$ cat config.mk
export PLATFORM = sky130hd
export DESIGN_NAME = dt_engine_param
export DESIGN_NICKNAME = d
export VERILOG_FILES = /design/src/rtl/dt_pkg.sv /design/src/rtl/dt_nbr_min.sv /design/src/rtl/dt_engine_param.sv
export SDC_FILE = /design/constraint.sdc
export NUM_CORES = 1
export LEC_CHECK = 0
export BUFFER_PORTS_ARGS = -buffer_cell sky130_fd_sc_hd__buf_2
export CORE_MARGIN = 1
export CORE_UTILIZATION = 55
export DETAILED_ROUTE_END_ITERATION = 10
export GPL_TIMING_DRIVEN = 1
export PLACE_DENSITY = 0.83
export SLEW_MARGIN = 10
export SYNTH_ARGS = -nofsm -noshare
export SYNTH_HDL_FRONTEND = slang
export SYNTH_HIERARCHICAL = 1
export SYNTH_SLANG_ARGS = --single-unit
$ cat constraint.sdc
create_clock -name clk -period 11.07 [get_ports clk]
set_input_delay 1.107 -clock clk [delete_from_list [all_inputs] [get_ports clk]]
set_output_delay 1.107 -clock clk [all_outputs]
set_load 0.005 [all_outputs]
$ cat src/rtl/dt_pkg.sv
`default_nettype none
//==============================================================================
// dt_pkg - shared state type, metric constants, neighbour tables and clamp. Rev 1.0
//==============================================================================
package dt_pkg;

   typedef enum logic [2:0] {
      IDLE    = 3'd0,
      FWD_CHK = 3'd1,
      FWD_RD  = 3'd2,
      FWD_WR  = 3'd3,
      BWD_CHK = 3'd4,
      BWD_RD  = 3'd5,
      BWD_WR  = 3'd6,
      DONE    = 3'd7
   } state_t;

   localparam logic       DT_CHESS = 1'b0;
   localparam logic       DT_CITY  = 1'b1;
   localparam int         NBR_N    = 5;
   localparam logic [2:0] SELF_IDX = 3'd4;

   // Offset of neighbour k from p; the backward lists end with p itself.
   function automatic int nbr_ofs(input logic bwd, input logic mode, input logic [2:0] k,
                                  input int img_w);
      int ofs;
      ofs = 0;
      case ({bwd, mode})
         2'b00: begin
            case (k)
               3'd0:    ofs = -img_w - 1;
               3'd1:    ofs = -img_w;
               3'd2:    ofs = -img_w + 1;
               default: ofs = -1;
            endcase
         end
         2'b01:   ofs = (k == 3'd0) ? -img_w : -1;
         2'b10: begin
            case (k)
               3'd0:    ofs = img_w + 1;
               3'd1:    ofs = img_w;
               3'd2:    ofs = img_w - 1;
               3'd3:    ofs = 1;
               default: ofs = 0;
            endcase
         end
         default: begin
            case (k)
               3'd0:    ofs = img_w;
               3'd1:    ofs = 1;
               default: ofs = 0;
            endcase
         end
      endcase
      return ofs;
   endfunction

   function automatic logic [2:0] nbr_last(input logic bwd, input logic mode);
      logic [2:0] last;
      case ({bwd, mode})
         2'b00:   last = 3'd3;
         2'b01:   last = 3'd1;
         2'b10:   last = 3'd4;
         default: last = 3'd2;
      endcase
      return last;
   endfunction

   function automatic int unsigned sat(input int unsigned v, input int dist_w);
      int unsigned max_v;
      max_v = (32'd1 << dist_w) - 32'd1;
      return (v > max_v) ? max_v : v;
   endfunction

endpackage
`default_nettype wire

$ cat src/rtl/dt_nbr_min.sv
`default_nettype none
//==============================================================================
// dt_nbr_min - neighbour register file with min / +1 / clamp / min-with-self. Rev 1.0
//==============================================================================
module dt_nbr_min
   import dt_pkg::*;
#(
   parameter int DIST_W = 8
) (
   input  logic              clk,
   input  logic              reset,
   input  logic              clr,
   input  logic              we,
   input  logic [2:0]        idx,
   input  logic [DIST_W-1:0] din,
   output logic [DIST_W-1:0] dout
);

   logic [DIST_W-1:0] nbr [NBR_N];
   logic [DIST_W-1:0] nbr_min;
   logic [DIST_W:0]   sum;
   logic [DIST_W-1:0] inc;

   // Unused slots sit at all-ones so they never win the minimum.
   always_ff @(posedge clk or negedge reset) begin
      if (!reset) begin
         for (int i = 0; i < NBR_N; i++) nbr[i] <= '1;
      end else if (clr) begin
         for (int i = 0; i < NBR_N; i++) nbr[i] <= '1;
      end else if (we && (idx <= SELF_IDX)) begin
         nbr[idx] <= din;
      end
   end

   always_comb begin
      nbr_min = nbr[0];
      for (int i = 1; i < NBR_N - 1; i++) begin
         if (nbr[i] < nbr_min) nbr_min = nbr[i];
      end
      sum  = {1'b0, nbr_min} + {{DIST_W{1'b0}}, 1'b1};
      inc  = DIST_W'(sat(32'(sum), DIST_W));
      dout = (nbr[SELF_IDX] < inc) ? nbr[SELF_IDX] : inc;
   end

endmodule
`default_nettype wire

$ cat src/rtl/dt_engine_param.sv
`default_nettype none
//==============================================================================
// dt_engine_param - two-pass chessboard/city-block distance transform engine. Rev 1.0
//==============================================================================
module dt_engine_param
   import dt_pkg::*;
#(
   parameter int IMG_W  = 128,
   parameter int IMG_H  = 128,
   parameter int STI_W  = 16,
   parameter int DIST_W = 8,
   parameter int AW     = $clog2(IMG_W * IMG_H),
   parameter int SW     = $clog2(IMG_W * IMG_H / STI_W)
) (
   input  logic              clk,
   input  logic              reset,
   input  logic              start,
   input  logic              mode,
   output logic              busy,
   output logic              done,
   output logic              sti_rd,
   output logic [SW-1:0]     sti_addr,
   input  logic [STI_W-1:0]  sti_di,
   output logic              res_wr,
   output logic              res_rd,
   output logic [AW-1:0]     res_addr,
   output logic [DIST_W-1:0] res_do,
   input  logic [DIST_W-1:0] res_di
);

   localparam int            XB          = $clog2(IMG_W);
   localparam int            LSW         = $clog2(STI_W);
   localparam logic [AW-1:0] P_LAST      = AW'(IMG_W * IMG_H - 1);
   localparam logic [AW-1:0] P_BWD_FIRST = AW'(IMG_W * IMG_H - IMG_W - 2);
   localparam logic [AW-1:0] P_BWD_LAST  = AW'(IMG_W + 1);

   state_t            state, state_nx;
   logic [AW-1:0]     p, p_nx;
   logic [2:0]        k, k_nx;
   logic              mode_lat, mode_nx;
   logic              obj, obj_nx;

   logic [XB-1:0]     x;
   logic [AW-XB-1:0]  y;
   logic              border, object, bwd;
   int                ofs;
   logic [AW-1:0]     rd_addr;
   logic [2:0]        last_k;
   logic              nbr_clr, nbr_we;
   logic [2:0]        nbr_idx;
   logic [DIST_W-1:0] nbr_out;

   always_ff @(posedge clk or negedge reset) begin
      if (!reset) begin
         state    <= IDLE;
         p        <= '0;
         k        <= '0;
         mode_lat <= DT_CHESS;
         obj      <= 1'b0;
      end else begin
         state    <= state_nx;
         p        <= p_nx;
         k        <= k_nx;
         mode_lat <= mode_nx;
         obj      <= obj_nx;
      end
   end

   // Pixel classification and neighbour addressing.
   always_comb begin
      x        = p[XB-1:0];
      y        = p[AW-1:XB];
      border   = (x == '0) || (x == '1) || (y == '0) || (y == '1);
      object   = sti_di[~p[LSW-1:0]] && !border;
      sti_addr = p[AW-1:LSW];
      bwd      = (state == BWD_RD);
      ofs      = nbr_ofs(bwd, mode_lat, k, IMG_W);
      rd_addr  = AW'(32'(p) + ofs);
      last_k   = nbr_last(bwd, mode_lat);
      nbr_idx  = (bwd && (k == last_k)) ? SELF_IDX : k;
   end

   always_comb begin
      state_nx = state;
      p_nx     = p;
      k_nx     = k;
      mode_nx  = mode_lat;
      obj_nx   = obj;
      busy     = 1'b0;
      done     = 1'b0;
      sti_rd   = 1'b0;
      res_rd   = 1'b0;
      res_wr   = 1'b0;
      res_addr = p;
      res_do   = '0;
      nbr_clr  = 1'b0;
      nbr_we   = 1'b0;
      case (state)
         IDLE, DONE: begin
            done = (state == DONE);
            if (start) begin
               state_nx = FWD_CHK;
               p_nx     = '0;
               k_nx     = '0;
               mode_nx  = mode;
               nbr_clr  = 1'b1;
            end
         end
         FWD_CHK: begin
            busy     = 1'b1;
            sti_rd   = 1'b1;
            obj_nx   = object;
            k_nx     = '0;
            state_nx = object ? FWD_RD : FWD_WR;
         end
         FWD_RD, BWD_RD: begin
            busy     = 1'b1;
            res_rd   = 1'b1;
            res_addr = rd_addr;
            nbr_we   = 1'b1;
            if (k == last_k) state_nx = (state == FWD_RD) ? FWD_WR : BWD_WR;
            else             k_nx     = k + 3'd1;
         end
         FWD_WR: begin
            busy   = 1'b1;
            res_wr = 1'b1;
            res_do = obj ? nbr_out : '0;
            if (p == P_LAST) begin
               state_nx = BWD_CHK;
               p_nx     = P_BWD_FIRST;
            end else begin
               state_nx = FWD_CHK;
               p_nx     = p + AW'(1);
            end
         end
         BWD_CHK: begin
            busy   = 1'b1;
            sti_rd = 1'b1;
            k_nx   = '0;
            if (object)                state_nx = BWD_RD;
            else if (p == P_BWD_LAST)  state_nx = DONE;
            else                       p_nx     = p - AW'(1);
         end
         BWD_WR: begin
            busy   = 1'b1;
            res_wr = 1'b1;
            res_do = nbr_out;
            if (p == P_BWD_LAST) begin
               state_nx = DONE;
            end else begin
               state_nx = BWD_CHK;
               p_nx     = p - AW'(1);
            end
         end
         default: state_nx = IDLE;
      endcase
   end

   dt_nbr_min #(
      .DIST_W (DIST_W)
   ) u_nbr (
      .clk   (clk),
      .reset (reset),
      .clr   (nbr_clr),
      .we    (nbr_we),
      .idx   (nbr_idx),
      .din   (res_di),
      .dout  (nbr_out)
   );

endmodule
`default_nettype wire

==> impl_metrics.tcl <==
set metrics [dict create \
    run_status "finished, final reports clean" \
    drt-wirelength-per-cell_um 17.9 \
    synth_area_um2 6720 \
    floorplan.initialDensity 0.562 \
    route.detailed.drc 0 \
    dpl_worst_slack_ps 455 \
    filler_cell_count 1031 \
    report.final.slew_viol_count 0 \
    setup-violations-final 0 \
    fin_skew_ps 7.01 \
    setup_ws_ps 594 \
    m1WireLength_um 7760 \
    required_ps 9960 \
    grt_pass1_wl_um 29200 \
    ys_seq_elements 62 \
    reg2reg_slack_ps 7220 \
    die_height_um 113 \
    min-delay-path-class "reg2reg" \
    synth-main-ff-cell "sky130_fd_sc_hd__dfstp_2" \
    cpMostUsedCell "sky130_fd_sc_hd__ha_1" \
    cts_buffers 9 \
    global_route_overflow 0 \
    cts_setup_buffers 0 \
    yosysTopAreaCell "sky130_fd_sc_hd__dfstp_2" \
    floorplan.io_pins 65 \
    dr.first_iter.drc_count 533 \
    syn_nets 894 \
    timing_hold_violations_final 0 \
    crit_fanout 17 \
    design.die.area_um2 12700 \
    area_growth_pct 9.59 \
    final_layout_size_suffix_gt1_frac 0.205 \
    maxUsedRoutingLayer "met4" \
    grt_antenna_before_repair 0 \
    tritoncts "built" \
    insertedDiodeCount 0 \
    worst-endpoint-arrival_ps 9370 \
    core_area_um2 12000 \
    ys.warnings.count 6 \
    postSynthAreaPerCell_um2 8.33 \
    leading_cell_type_in_the_layout_fill_and_taps_excluded "sky130_fd_sc_hd__nand2_1" \
    cts_buffer_depth 2 \
    routed_via_density 6.53 \
    crit_path_top_delay_cell "sky130_fd_sc_hd__a2111oi_0" \
    synth_largest_type_area_fraction 0.156 \
    layout_min_cycle_time_ps 10480 \
    postRouteWirelength_um 17800 \
    grt_max_degree 63 \
    routed_wire_length_on_met2_um 8290 \
    critical_path.endpoint_type "output pin" \
    groute.usage.overall 0.285 \
    max_stage_delay_ps 560 \
    placement_rows 40 \
    critical_path.top_delay_family "compound AO/OA/AOI/OAI gates" \
    htree_levels 3 \
    gp_congestion 0.970 \
    clk_latency_worst_skew_pair_ps 340 \
    worstPathBufferInverterCount 3 \
    fmax_ghz 0.0955 \
    clk_transition_reported_paths_ps 60 \
    detailed_place_hpwl_um 13100 \
    timing.final.crit_share 0.946 \
    synth.yosys.seq_area_share 0.238 \
    timing_worst_slew_pin_value_ps 1110 \
    io_buffers 64 \
    vias 6504 \
    dr_wl_met3_um 1280 \
    chipWidth_um 113 \
    ys_async_sr_fraction 1.00 \
    clk_root_buffer_cell "sky130_fd_sc_hd__clkbuf_16" \
    antenna_left 0 \
    netlist_top_cells_area "sky130_fd_sc_hd__dfstp_2 (16%), sky130_fd_sc_hd__ha_1 (11%), sky130_fd_sc_hd__dfrtp_1 (8.2%), sky130_fd_sc_hd__a211o_1 (4.3%), sky130_fd_sc_hd__nand2_1 (4.3%)" \
    drt_pass1_iterations 5 \
    synthDistinctLibCells 92 \
    maxSlewHeadroom 0.258 \
    utilization 0.616 \
    synthesis.instances 807 \
    num-nets-final 931 \
    drv_cap 0 \
    synth_edf_count 0 \
    critPathKind "reg2out" \
    layout_common_cells "sky130_fd_sc_hd__nand2_1 (77), sky130_fd_sc_hd__nor2_1 (64), sky130_fd_sc_hd__buf_2 (64)" \
    cts.sinks 62 \
    first_global_vias 5973 \
    critical_path.startpoint_type "flip-flop" \
]
==> worst register-to-register path, cell delays in order (launching register included) <==
cell and delay [ps]:
sky130_fd_sc_hd__dfrtp_1 410, sky130_fd_sc_hd__inv_1 90, sky130_fd_sc_hd__ha_1 240, sky130_fd_sc_hd__nand2_1 230
sky130_fd_sc_hd__ha_1 310, sky130_fd_sc_hd__nor2_1 360, sky130_fd_sc_hd__xnor2_1 170, sky130_fd_sc_hd__nand3_1 180
sky130_fd_sc_hd__nor2_1 170, sky130_fd_sc_hd__nor2_1 60, sky130_fd_sc_hd__nand2b_1 180, sky130_fd_sc_hd__nor2_1 870
sky130_fd_sc_hd__nor2b_1 170, sky130_fd_sc_hd__a211o_1 330
==> flip-flops by register name, indices dropped and copies added, names as in the netlist <==
name,count
u_nbr/nbr,40
p,14
k,3
state,3
mode_lat,1
obj,1
==> logic make-up after synthesis <==
group	count (synthesis)	share of synthesized area
simple gates	304	0.236
mux	24	0.0458
compound gates	255	0.282
xor+xnor	17	0.0221
fa+ha+maj	59	0.111
flops	62	0.238
buf+inv	86	0.0642
==> Yosys cell counts, types with 5 or more instances <==
cell	n
sky130_fd_sc_hd__nand2_1	77
sky130_fd_sc_hd__xor2_1	9
sky130_fd_sc_hd__mux2i_1	15
sky130_fd_sc_hd__a31oi_1	9
sky130_fd_sc_hd__nand3b_1	10
sky130_fd_sc_hd__nand2b_1	9
sky130_fd_sc_hd__a211oi_1	7
sky130_fd_sc_hd__buf_6	6
sky130_fd_sc_hd__inv_1	40
sky130_fd_sc_hd__nor2_1	65
sky130_fd_sc_hd__o21ai_0	40
sky130_fd_sc_hd__or2_2	6
sky130_fd_sc_hd__o22ai_1	6
sky130_fd_sc_hd__nor3_1	24
sky130_fd_sc_hd__and2_1	7
sky130_fd_sc_hd__a21o_1	13
sky130_fd_sc_hd__o211ai_1	7
sky130_fd_sc_hd__nand4_1	10
sky130_fd_sc_hd__buf_2	5
sky130_fd_sc_hd__mux2_4	5
sky130_fd_sc_hd__ha_1	58
sky130_fd_sc_hd__dfrtp_1	22
sky130_fd_sc_hd__or4_1	6
sky130_fd_sc_hd__and3_1	8
sky130_fd_sc_hd__nor2b_1	38
sky130_fd_sc_hd__a21oi_1	40
sky130_fd_sc_hd__xnor2_1	8
sky130_fd_sc_hd__dfstp_2	40
sky130_fd_sc_hd__clkbuf_1	21
sky130_fd_sc_hd__a211o_1	33
sky130_fd_sc_hd__buf_4	11
sky130_fd_sc_hd__nand3_1	20
sky130_fd_sc_hd__o31ai_1	10
sky130_fd_sc_hd__o21a_1	14
==> metrics by stage <==
step	hold slack (ps)	std cells	area [µm²]	TNS [ps]
2_1_floorplan	474	807	6720	0
3_3_place_gp	491	980	7000	0
3_5_place_dp	499	980	7000	0
4_1_cts	508	996	7340	0
5_1_grt	530	996	7370	-20.0
6_report	509	996	7370	0
==> repair_timing <==
item                                    in CTS  in global routing
resized for setup                            0                  4
hold endpoints to repair                     0                  0
hold buffers                                 0                  0
endpoints found under the setup margin       0                  8
==> routing by layer <==
| layer | track usage | vias to the layer above |
|---|---|---|
| met5 | 0 | - |
| met3 | 0.0481 | 44 |
| met2 | 0.454 | 305 |
| met4 | 0.108 | 0 |
| met1 | 0.387 | 3082 |
| li1 | - | 3073 |
==> final timing paths <==
check,start,end,cells after the start
setup / recovery,u_nbr/nbr[36],res_do[0],37
hold / removal,obj,obj,1
setup reg to reg,state[1],u_nbr/nbr[19],13
hold reg to reg,obj,obj,1
max in group asynchronous,reset,mode_lat,2
min in group asynchronous,reset,p[2],2
==> final cells by class <==
class	count	area, µm²	area share
clock buffer	9	225	0.0306
clock inverter	7	111	0.0151
inverter	41	154	0.0209
multi-input combinational	659	4720	0.640
sequential	62	1600	0.217
tap	147	184	0.0250
timing repair buffer	71	373	0.0506
Power is not shown: default switching activity piles up to over one toggle a cycle in this logic, so the estimate is an artifact.
